### src/rtl/mips_ctrl_pkg.sv
// Shared constants for the MIPS pipeline control blocks: stall bit
// positions, stall hold patterns, divide sequencer state encoding and
// the default exception vector.
package mips_ctrl_pkg;

   localparam int STALL_W     = 6;

   // Bit positions within the stall hold vector
   localparam int STALL_PC    = 0;
   localparam int STALL_IFID  = 1;
   localparam int STALL_IDEX  = 2;
   localparam int STALL_EXMEM = 3;
   localparam int STALL_WB    = 4;
   localparam int STALL_RSVD  = 5;

   // Hold patterns: every stalled stage also holds everything upstream of it
   localparam logic [STALL_W-1:0] STALL_NONE = 6'b000000;
   localparam logic [STALL_W-1:0] STALL_ID   = 6'b000111;
   localparam logic [STALL_W-1:0] STALL_EX   = 6'b001111;

   // Divide sequencer states
   typedef enum logic [1:0] {
      IDLE     = 2'd0,
      DIV_RUN  = 2'd1,
      DIV_DONE = 2'd2
   } div_state_e;

   localparam logic [31:0] EXC_VECTOR_DEFAULT = 32'h0000_0020;

endpackage

### src/rtl/pipeline_stall_ctrl_div_seq_counter.sv
// div_seq_counter: 8-bit divide cycle counter for the stall controller.
// Clear has priority over load (to 1), which has priority over increment.
// tc flags that the value being written this cycle is DIV_CYCLES-1, so the
// controller can step into DIV_DONE on the same edge the count lands there.
module div_seq_counter #(
   parameter int DIV_CYCLES = 32
) (
   input  logic clk,
   input  logic rst,
   input  logic clr,
   input  logic load,
   input  logic inc,
   output logic tc
);

   localparam logic [7:0] TC_VAL = 8'(DIV_CYCLES - 1);

   logic [7:0] cnt_reg;
   logic [7:0] cnt_next;

   // Select the next count value from the control inputs
   always_comb begin
      cnt_next = cnt_reg;
      if (clr)
         cnt_next = 8'd0;
      else if (load)
         cnt_next = 8'd1;
      else if (inc)
         cnt_next = cnt_reg + 8'd1;
   end

   // Terminal count seen on the value about to be registered
   assign tc = (load || inc) && (cnt_next == TC_VAL);

   // Count register with synchronous reset
   always_ff @(posedge clk) begin
      if (rst)
         cnt_reg <= 8'd0;
      else
         cnt_reg <= cnt_next;
   end

endmodule

### src/rtl/pipeline_stall_ctrl.sv
// pipeline_stall_ctrl: central stall / flush controller for the 5-stage
// MIPS pipeline. Produces the per-stage hold vector for load-use hazards
// and multi-cycle divides, and flush + redirect for exceptions and ERET.
// Optional macro STALL_PERF_CNT_EN adds a saturating stall-cycle counter;
// without it stall_cycles is tied to zero.
module pipeline_stall_ctrl
   import mips_ctrl_pkg::*;
#(
   parameter int          DIV_CYCLES = 32,
   parameter logic [31:0] EXC_VECTOR = EXC_VECTOR_DEFAULT
) (
   input  logic         clk,
   input  logic         rst,
   input  logic         id_stall_req,
   input  logic         ex_div_start,
   input  logic         exc_valid,
   input  logic         eret_valid,
   input  logic [31:0]  epc_in,
   output logic [5:0]   stall,
   output logic         flush,
   output logic [31:0]  new_pc,
   output logic         div_busy,
   output logic         div_done,
   output logic         div_abort,
   output logic [31:0]  stall_cycles
);

   div_state_e state_reg;
   div_state_e state_next;

   logic               redirect;
   logic               cnt_clr;
   logic               cnt_load;
   logic               cnt_inc;
   logic               cnt_tc;

   logic [STALL_W-1:0] stall_raw;
   logic               flush_raw;
   logic [31:0]        new_pc_raw;
   logic               abort_raw;

   assign redirect = exc_valid || eret_valid;

   // Counter controls depend only on state and inputs, never on tc
   assign cnt_load = (state_reg == IDLE) && ex_div_start && !redirect;
   assign cnt_inc  = (state_reg == DIV_RUN) && !redirect;
   assign cnt_clr  = redirect || (state_reg == DIV_DONE);

   div_seq_counter #(
      .DIV_CYCLES (DIV_CYCLES)
   ) u_div_cnt (
      .clk  (clk),
      .rst  (rst),
      .clr  (cnt_clr),
      .load (cnt_load),
      .inc  (cnt_inc),
      .tc   (cnt_tc)
   );

   // State register; reset drops any divide in flight without a pulse
   always_ff @(posedge clk) begin
      if (rst)
         state_reg <= IDLE;
      else
         state_reg <= state_next;
   end

   // Next-state: redirect wins, otherwise walk the divide sequence
   always_comb begin
      state_next = state_reg;
      if (redirect) begin
         state_next = IDLE;
      end else begin
         case (state_reg)
            IDLE:     if (ex_div_start) state_next = cnt_tc ? DIV_DONE : DIV_RUN;
            DIV_RUN:  if (cnt_tc) state_next = DIV_DONE;
            DIV_DONE: state_next = IDLE;
            default:  state_next = IDLE;
         endcase
      end
   end

   // Outputs: exception > ERET > divide hold > load-use hold
   always_comb begin
      stall_raw  = STALL_NONE;
      flush_raw  = 1'b0;
      new_pc_raw = 32'd0;
      abort_raw  = 1'b0;
      if (exc_valid) begin
         flush_raw  = 1'b1;
         new_pc_raw = EXC_VECTOR;
         abort_raw  = (state_reg == DIV_RUN);
      end else if (eret_valid) begin
         flush_raw  = 1'b1;
         new_pc_raw = epc_in;
         abort_raw  = (state_reg == DIV_RUN);
      end else begin
         case (state_reg)
            IDLE: begin
               if (ex_div_start)
                  stall_raw = STALL_EX;
               else if (id_stall_req)
                  stall_raw = STALL_ID;
            end
            DIV_RUN:  stall_raw = STALL_EX;
            DIV_DONE: stall_raw = id_stall_req ? STALL_ID : STALL_NONE;
            default:  stall_raw = STALL_NONE;
         endcase
      end
   end

   // Every output reads zero while reset is held
   genvar gi;
   generate
      for (gi = 0; gi < STALL_W; gi++) begin : g_stall_gate
         assign stall[gi] = stall_raw[gi] & ~rst;
      end
   endgenerate

   assign flush     = flush_raw & ~rst;
   assign new_pc    = rst ? 32'd0 : new_pc_raw;
   assign div_busy  = (state_reg == DIV_RUN)  && !rst;
   assign div_done  = (state_reg == DIV_DONE) && !rst;
   assign div_abort = abort_raw & ~rst;

`ifdef STALL_PERF_CNT_EN
   logic [31:0] perf_cnt_reg;
   logic [31:0] perf_cnt_next;

   // Count stalled cycles, holding at all-ones rather than wrapping
   always_comb begin
      perf_cnt_next = perf_cnt_reg;
      if ((stall != STALL_NONE) && (perf_cnt_reg != 32'hFFFF_FFFF))
         perf_cnt_next = perf_cnt_reg + 32'd1;
   end

   // Counter register, cleared only by reset (flush leaves it alone)
   always_ff @(posedge clk) begin
      if (rst)
         perf_cnt_reg <= 32'd0;
      else
         perf_cnt_reg <= perf_cnt_next;
   end

   assign stall_cycles = rst ? 32'd0 : perf_cnt_reg;
`else
   assign stall_cycles = 32'd0;
`endif

endmodule

### config.mk
export PLATFORM = sky130hd
export DESIGN_NAME = pipeline_stall_ctrl
export DESIGN_NICKNAME = d
export VERILOG_FILES = /design/src/rtl/mips_ctrl_pkg.sv /design/src/rtl/pipeline_stall_ctrl_div_seq_counter.sv /design/src/rtl/pipeline_stall_ctrl.sv
export SDC_FILE = /design/constraint.sdc
export NUM_CORES = 1
export LEC_CHECK = 0
export ABC_CLOCK_PERIOD_IN_PS = 5400
export BUFFER_PORTS_ARGS = -buffer_cell sky130_fd_sc_hd__buf_2
export CAP_MARGIN = 40
export CORE_ASPECT_RATIO = 1.2
export CORE_MARGIN = 1.5
export CORE_UTILIZATION = 38
export CTS_CLUSTER_DIAMETER = 40
export DETAILED_ROUTE_END_ITERATION = 7
export HOLD_SLACK_MARGIN = 0.03
export PLACE_DENSITY = 0.86
export SYNTH_ARGS = -nofsm -noshare
export SYNTH_HDL_FRONTEND = slang
export SYNTH_SLANG_ARGS = --single-unit
export TNS_END_PERCENT = 10
### constraint.sdc
create_clock -name clk -period 5.4 [get_ports clk]
set_clock_uncertainty 0.15 [all_clocks]
set_input_delay 1.08 -clock clk [delete_from_list [all_inputs] [get_ports clk]]
set_output_delay 1.08 -clock clk [all_outputs]
set_load 0.005 [all_outputs]
== After elaboration in Yosys (flattened, before gate mapping) ==
Cells that the tools add are included.

* Register bits after elaboration: 10
* Input port bits: 38
* Output and inout bits: 74
* Logic and storage cells: 50

* $add $sub $neg: 1
* Eq/ne operators: 5
* Mux-type cells: 19
* Bitwise logic cells: 9
* Reductions and logical operators: 14

{| class="wikitable"
|+ Operators by type and width
! cell !! number
|-
| $mux 32 || 3
|-
| $mux 8 || 3
|-
| $pmux 6 s3 || 1
|-
| $mux 6 || 2
|-
| $add 8x1->8 const B || 1
|-
| $and 1x1->1 || 8
|-
| $eq 8x5->1 const B || 1
|-
| $logic_and 1x1->1 || 6
|-
| $mux 2 || 3
|-
| $mux 1 || 4
|-
| $mux 4 || 1
|-
| $ne 2x2->1 const B || 2
|-
| $pmux 2 s2 || 1
|-
| $logic_or 1x1->1 || 3
|-
| $mux 3 || 1
|-
| $eq 2x1->1 const B || 1
|-
| $eq 2x2->1 const B || 1
|-
| $logic_not 1->1 || 2
|-
| $logic_not 2->1 || 1
|-
| $reduce_and 2->1 || 1
|-
| $reduce_or 2->1 || 1
|-
| $not 1->1 || 1
|}

== Logic depth before layout (Yosys ltp) ==
Gate-level depths: netlist of run 1.

* Depth after elaboration: 11
* Mapped depth: 5

== Cells and area by module ==
A second synthesis of run 1 with hierarchy kept.

* Cell total of the unflattened synthesis: 139
* Area, all modules: 1067.3 sq um

{| class="wikitable"
|+ By module, submodules not included
! module !! times used !! cells each !! area an instance (sq um) !! seq. area each (sq um)
|-
| pipeline_stall_ctrl || 1 || 93 || 646.9 || 40.0
|-
| div_seq_counter || 1 || 46 || 420.4 || 160.2
|}

== Worst setup path after synthesis of run 1 ==
No wires, ideal clock.

* Path kind: input -> output
* Start: in rst
* End: out stall[1]
* Data arrival time: 2.182 ns
* Data required time: 4.170 ns
* Path slack: 1.988 ns
* Stages on the path: 4
* Path through: or3_1 or3_1 o21ai_0 buf_4

* Word-level cells in the longest chain between the ends: 2

{| class="wikitable"
|+ Ends and longest elaborated chain
! what !! line !! RTL
|-
| start, declared || pipeline_stall_ctrl.sv:13 || <nowiki>input logic rst,</nowiki>
|-
| $not 1->1 || pipeline_stall_ctrl.sv:116 || <nowiki>assign stall[gi] = stall_raw[gi] & ~rst;</nowiki>
|-
| $and 1x1->1 || pipeline_stall_ctrl.sv:116 ||
|-
| end, declared || pipeline_stall_ctrl.sv:19 || <nowiki>output logic [5:0] stall,</nowiki>
|}

Every way passes these cells.

== Final worst setup path of run 1 ==
Same ends and word-level chain as after synthesis.

==> impl_metrics.csv, run 1 <==
group,metric,value,unit
clocking,hold_buffers,0,
detailed_routing,m1WireLength,865,µm
sta,slew_viol_final,0,
detailed_routing,routed_via_density,4.258,
floorplan,row_count,21,
logic_synthesis,ys_async_sr_fraction,0,
logic_synthesis,syn_inst,147,
cells_and_area,design_area,1409,µm²
sta,fin_crit,3.561,ns
detailed_routing,drt_iter0_drc,5,
sta,fmax,280.8,MHz
clocking,path_clk_slew,0.07,ns
detailed_routing,route.met3.wl,196,µm
logic_synthesis,muxShareOfSynthArea,0.01837,
cells_and_area,mostFrequentLayoutCell,"buf_2",
floorplan,initial_core_util,0.3950,
logic_synthesis,yosysSeqAreaShare,0.1837,
floorplan,die-width,51.89,µm
cells_and_area,largest_reg_flops,8,
clocking,cts.sinks,10,
floorplan,coreArea,2759,µm²
logic_synthesis,ys_types,31,
setup_path,crit_required,4.17,ns
hold_path,worstHoldPathType,"register to register",
clocking,insertion_delay,0.27,ns
logic_synthesis,synth_flop_cell,"dfxtp_1",
cells_and_area,fin_nets,262,
power,p_leak,0.8164,nW
cells_and_area,drive_gt1_frac,0.3919,
detailed_routing,drt_pass1_iterations,3,
clocking,clockBufferDepth,2,
logic_synthesis,synth_warnings,0,
global_route,grt_pass1_vias,949,
logic_synthesis,synth_compound_area_frac,0.03904,
setup_path,crit_path_cell_trace,"buf_2, or3_1, or3_1, o21ai_0, buf_2",
setup_path,path_delay_family,"simple AND/OR/NAND/NOR gates",
detailed_routing,wirelength,2440,µm
sta,finalCritPeriodShare,0.6595,
logic_synthesis,synth_top_family_by_area,"simple AND/OR/NAND/NOR gates",
global_route,track_usage,0.1534,
cells_and_area,nFillCells,286,
global_route,grt_max_degree,23,
global_route,grt_pass1_wl,3788,µm
power,power_density,131.0,nW/µm²
clocking,postCtsSetupBuffers,0,
floorplan,die_y,61.67,µm
detailed_routing,wl_met2,1354,µm
clocking,numCtsBuffers,3,
logic_synthesis,synth-simple-area-share,0.4110,
clocking,cts_max_level,1,
sta,worst_slew_pin_slew,0.5318,ns
placement,hpwl,2114,µm
clocking,cts_tree,"done",
job,maxCapViolCount,0,
global_route,grt_overflow,0,
setup_path,cp_data_arrival_time,2.33,ns
run_status,outcome,"finished clean",
logic_synthesis,synthAdderAreaFrac,0.01148,
cells_and_area,final_cell_mix,"77 x buf_2, 34 x conb_1, 32 x and2_1",
detailed_routing,via_count,1090,
sta,tns,0,ns
setup_path,startpoint_type,"input port",
setup_path,path_class,"input port to primary output",
detailed_routing,drc_errors,0,
logic_synthesis,syn_area_per_cell,7.414,µm²
logic_synthesis,synth.ff_latch_count,10,
clocking,cts_resized,0,
setup_path,crit_buf_inv,2,
setup_path,worstPathMaxFanout,5,
sta,rsz0062_at_grt,"false",
detailed_routing,wl_per_cell,9.531,µm
detailed_routing,drt.antenna.violating_nets,0,
setup_path,cpMaxStageDelayCell,"or3_1",
placement,place_area,1373,µm²
floorplan,io-pin-count,112,
logic_synthesis,synthXorXnorAreaFrac,0.06429,
sta,finalSetupViolations,0,
cells_and_area,antenna_cells,0,
global_route,antenna_found_initial,0,
logic_synthesis,syn_area,1090,µm²
floorplan,die-area,3199,µm²
detailed_routing,highest_layer,"met4",
power,vdd_drop_max,91.01,µV
placement,gp_congestion,0.8272,
logic_synthesis,synth_edf_count,0,
sta,relSlewSlack,0.6447,
placement,port-buffer-count,77,
cells_and_area,area_growth,29.28,%
setup_path,crit_path_end_kind,"primary output",
clocking,clockRootBuffer,"clkbuf_4",
sta,hold_viol,0,
setup_path,slowest_delay,0.43,ns
## per-stage QoR
step | util | worst slack (ns) | hold WS [ns] | power (mW) | instances
2_1_floorplan | - | 1.988 | 0.3605 | 0.1133 | 180
3_3_place_gp | 0.4934 | 1.623 | 0.3875 | 0.1164 | 251
3_5_place_dp | 0.4975 | 1.826 | 0.4040 | 0.1180 | 252
4_1_cts | 0.5107 | 1.823 | 0.4125 | 0.1862 | 256
5_1_grt | 0.5107 | 1.747 | 0.4591 | 0.1957 | 256
6_report | 0.5107 | 1.839 | 0.4058 | 0.1846 | 256
## worst reg2reg max path: cells and delay by family, from the launching register on
family | cells | cell delay, ns
flops | 1 | 0.39
simple gates | 3 | 1.00
mux | 1 | 0.22
## final timing paths
kind              slack (ns)                       startpoint  cells past startpoint                               to
hold / removal          0.41  u_div_cnt.cnt_reg[1]$_SDFF_PP0_                      2  u_div_cnt.cnt_reg[1]$_SDFF_PP0_
setup reg to reg        3.59        state_reg[1]$_SDFFE_PP0P_                      4        state_reg[1]$_SDFFE_PP0P_
setup / recovery        1.84                              rst                      5                         stall[1]
hold reg to reg         0.41  u_div_cnt.cnt_reg[1]$_SDFF_PP0_                      2  u_div_cnt.cnt_reg[1]$_SDFF_PP0_
## kinds of logic (layout without fill, tap and decap cells)
| kind of cell | count (synthesis) | in the layout |
|---|---|---|
| other cells | 1 | 34 |
| buf+inv | 42 | 84 |
| simple gates | 76 | 76 |
| fa+ha+maj | 1 | 1 |
| compound gates | 7 | 7 |
| xor+xnor | 8 | 8 |
| mux | 2 | 2 |
| flops | 10 | 10 |
## synthesized netlist by cell type, drive strengths merged (2+ instances only)
cell / instances / share of area
a21oi: 2 / 0.0092
xor2: 6 / 0.048
nand4: 2 / 0.011
or3: 2 / 0.011
nand2b: 2 / 0.011
nand3: 4 / 0.018
buf: 36 / 0.25
and3: 3 / 0.022
and2: 32 / 0.18
inv: 2 / 0.0069
dfxtp: 10 / 0.18
xnor2: 2 / 0.016
mux2i: 2 / 0.018
nor3b: 2 / 0.014
nand2: 2 / 0.0069
clkbuf: 4 / 0.014
nor2: 19 / 0.065
o21ai: 2 / 0.0092
or2: 2 / 0.011
## metal layers
| layer | up-vias | GRT usage |
|---|---|---|
| met5 | - | 0 |
| met4 | 0 | 0.03383 |
| met3 | 4 | 0.02670 |
| met2 | 61 | 0.3092 |
| met1 | 475 | 0.1637 |
| li1 | 550 | - |
## layout make-up
type | instances | area (µm²) | area share
Timing Repair Buffer | 78 | 396.6 | 0.2815
Multi-Input combinational cell | 128 | 725.7 | 0.5151
Clock buffer | 4 | 36.28 | 0.02575
Tap cell | 34 | 42.54 | 0.03020
Sequential cell | 10 | 200.2 | 0.1421
Inverter | 2 | 7.507 | 0.005329
## power breakdown
part	switching [mW]	internal [mW]
Clock	0.0274	0.0410
Combinational	0.0202	0.0211
Sequential	0.000787	0.0741
Total	0.0484	0.136
Note: power is estimated with default switching activity, not from simulation.
==> run 2: changes to the inputs <==
--- a/config.mk
+++ b/config.mk
@@ -5,16 +5,17 @@
 export SDC_FILE = /design/constraint.sdc
 export NUM_CORES = 1
 export LEC_CHECK = 0
-export ABC_CLOCK_PERIOD_IN_PS = 5400
+export ABC_AREA = 1
+export ABC_CLOCK_PERIOD_IN_PS = 3050
 export BUFFER_PORTS_ARGS = -buffer_cell sky130_fd_sc_hd__buf_2
 export CAP_MARGIN = 40
 export CORE_ASPECT_RATIO = 1.2
 export CORE_MARGIN = 1.5
-export CORE_UTILIZATION = 38
+export CORE_UTILIZATION = 33
 export CTS_CLUSTER_DIAMETER = 40
 export DETAILED_ROUTE_END_ITERATION = 7
 export HOLD_SLACK_MARGIN = 0.03
-export PLACE_DENSITY = 0.86
+export PLACE_DENSITY = 0.76
 export SYNTH_ARGS = -nofsm -noshare
 export SYNTH_HDL_FRONTEND = slang
 export SYNTH_SLANG_ARGS = --single-unit
==> constraint.sdc (replaced) <==
create_clock -name clk -period 3.05 [get_ports clk]
set_clock_uncertainty 0.15 [all_clocks]
set_input_delay 0.61 -clock clk [delete_from_list [all_inputs] [get_ports clk]]
set_output_delay 0.61 -clock clk [all_outputs]
set_load 0.005 [all_outputs]
==> impl_metrics.csv, run 2 <==
group,metric,value,unit
global_route,grt_overflow,0,
logic_synthesis,syn_inst,207,
setup_path,cp_data_arrival_time,1.62,ns
floorplan,die_y,68.85,µm
setup_path,slowest_delay,0.21,ns
setup_path,crit_required,2.29,ns
power,power_density,253.6,nW/µm²
clocking,cts.sinks,10,
clocking,postCtsSetupBuffers,0,
logic_synthesis,synth_top_cell_area_share,0.2267,
clocking,clockRootBuffer,"clkbuf_8",
clocking,cts_max_level,1,
floorplan,initial_core_util,0.3511,
detailed_routing,routed_via_density,4.082,
hold_path,worstHoldPathType,"register to register",
floorplan,row_count,23,
placement,place_area,1470,µm²
placement,port-buffer-count,77,
logic_synthesis,synth_common_cells,"46 x inv_1, 46 x nor2_1, 36 x buf_4, 26 x nand2_1, 14 x nand3_1",
cells_and_area,antenna_cells,0,
sta,timing.final.ws_setup,0.6661,ns
clocking,hold_buffers,0,
setup_path,r2r_setup_slack,1.44,ns
power,power.total,0.3869,mW
cells_and_area,area_growth,27.91,%
logic_synthesis,synth.ff_latch_count,10,
placement,hpwl,2476,µm
placement,place_inst,315,
clocking,insertion_delay,0.24,ns
sta,finalSetupViolations,0,
cells_and_area,final_util,0.4492,
global_route,antenna_found_initial,0,
cells_and_area,final_cell_mix,"77 x buf_2, 46 x inv_1, 46 x nor2_1",
setup_path,cpMaxStageDelayCell,"a21oi_1",
run_status,outcome,"complete, but fails checks",
clocking,cts_tree,"done",
cells_and_area,design_area,1525,µm²
cells_and_area,drive_gt1_frac,0.3404,
sta,rsz0062_at_grt,"false",
detailed_routing,drt_pass1_iterations,6,
clocking,clockBufferDepth,2,
power,p_leak,1.044,nW
sta,tns,0,ns
cells_and_area,nFillCells,370,
cells_and_area,fin_nets,322,
logic_synthesis,yosysSeqAreaShare,0.1679,
global_route,track_usage,0.1335,
cells_and_area,final_cells,319,
floorplan,io-pin-count,112,
sta,hold_viol,0,
setup_path,worstPathMaxFanout,6,
detailed_routing,wl_per_cell,8.871,µm
setup_path,crit_path_end_kind,"primary output",
setup_path,crit_path_cell_trace,"buf_2, nor2_4, nand2_4, a21oi_1, inv_1, o21ai_0, buf_2",
setup_path,startpoint_type,"input port",
sta,finalCritPeriodShare,0.7816,
job,maxCapViolCount,0,
global_route,grt_pass1_vias,1058,
logic_synthesis,yosys.area.top_type,"buf_4",
clocking,numCtsBuffers,3,
detailed_routing,drt.antenna.violating_nets,0,
detailed_routing,drc_errors,6,
sta,fin_crit,2.384,ns
sta,fmax,419.5,MHz
logic_synthesis,ys_async_sr_fraction,0,
power,vdd_drop_max,153.3,µV
run_status,violations,"DRC",
logic_synthesis,syn_area_per_cell,5.760,µm²
floorplan,die-width,57.88,µm
global_route,grt_max_degree,29,
placement,gp_congestion,0.7939,
detailed_routing,drt_iter0_drc,33,
floorplan,coreArea,3396,µm²
logic_synthesis,ys_types,23,
detailed_routing,wirelength,2830,µm
setup_path,cpMostUsedCell,"buf_2",
logic_synthesis,synth_warnings,0,
setup_path,path_class,"input port to primary output",
setup_path,path_delay_family,"buffers and inverters",
global_route,grt_pass1_wl,4202,µm
cells_and_area,largest_reg_flops,8,
clocking,path_clk_slew,0.05,ns
logic_synthesis,synth_edf_count,0,
clocking,cts_resized,0,
floorplan,die-area,3985,µm²
sta,fin_hold_ws,0.3514,ns
logic_synthesis,ys_top_cells_by_area,"buf_4 23%, dfxtp_1 17%, inv_1 14%",
logic_synthesis,syn_area,1192,µm²
detailed_routing,via_count,1302,
placement,pre_cts_ws,0.6561,ns
logic_synthesis,synth_flop_cell,"dfxtp_1",
setup_path,crit_buf_inv,3,
cells_and_area,mostFrequentLayoutCell,"buf_2",
sta,slew_viol_final,0,
-- run 2: worst min-delay path, cell delays in order (launching register included) --
cell and delay, ns:
dfxtp_1 0.32, nand2_1 0.07, a211oi_1 0.07
-- run 2: routing by layer --
metal	wire [µm]	share of wire	GRT usage	vias to the layer above
li1	-	-	-	675
met1	1007	0.36	0.1433	556
met2	1487	0.53	0.2528	69
met3	305	0.11	0.02985	2
met4	29	0.010	0.05233	0
met5	0	0	0	-
-- run 2: kinds of logic after synthesis --
group                      count (synthesis)  synth area share
and+or+nand+nor                          100            0.3903
AOI/OAI and AO/OA                          6           0.02938
adders and majority gates                  1           0.01049
xor gates and xnor gates                   1          0.007347
buffers and inverters                     88            0.3914
other                                      1          0.003145
DFF                                       10            0.1679
-- run 2: report_power, final --
| part | switching [mW] | internal [mW] |
|---|---|---|
| clock network | 0.0539 | 0.114 |
| registers | 0.000683 | 0.132 |
| logic | 0.0500 | 0.0370 |
-- run 2: area by class of cell --
type,count,area [µm²],area share
Tap cell,37,46.29,0.03035
Inverter,48,181.4,0.1190
Sequential cell,10,200.2,0.1313
Clock buffer,4,55.05,0.03610
Timing Repair Buffer,78,392.9,0.2576
Multi-Input combinational cell,142,649.4,0.4258
-- run 2: path summary, 6_finish.rpt --
| kind | from | endpoint | depth (start not counted) |
|---|---|---|---|
| worst max-delay path | eret_valid | stall[2] | 7 |
| worst min-delay path | u_div_cnt.cnt_reg[1]$_SDFF_PP0_ | u_div_cnt.cnt_reg[1]$_SDFF_PP0_ | 2 |
| worst max register to register | u_div_cnt.cnt_reg[0]$_SDFF_PP0_ | state_reg[1]$_SDFFE_PP0P_ | 11 |
| worst min register to register | u_div_cnt.cnt_reg[1]$_SDFF_PP0_ | u_div_cnt.cnt_reg[1]$_SDFF_PP0_ | 2 |
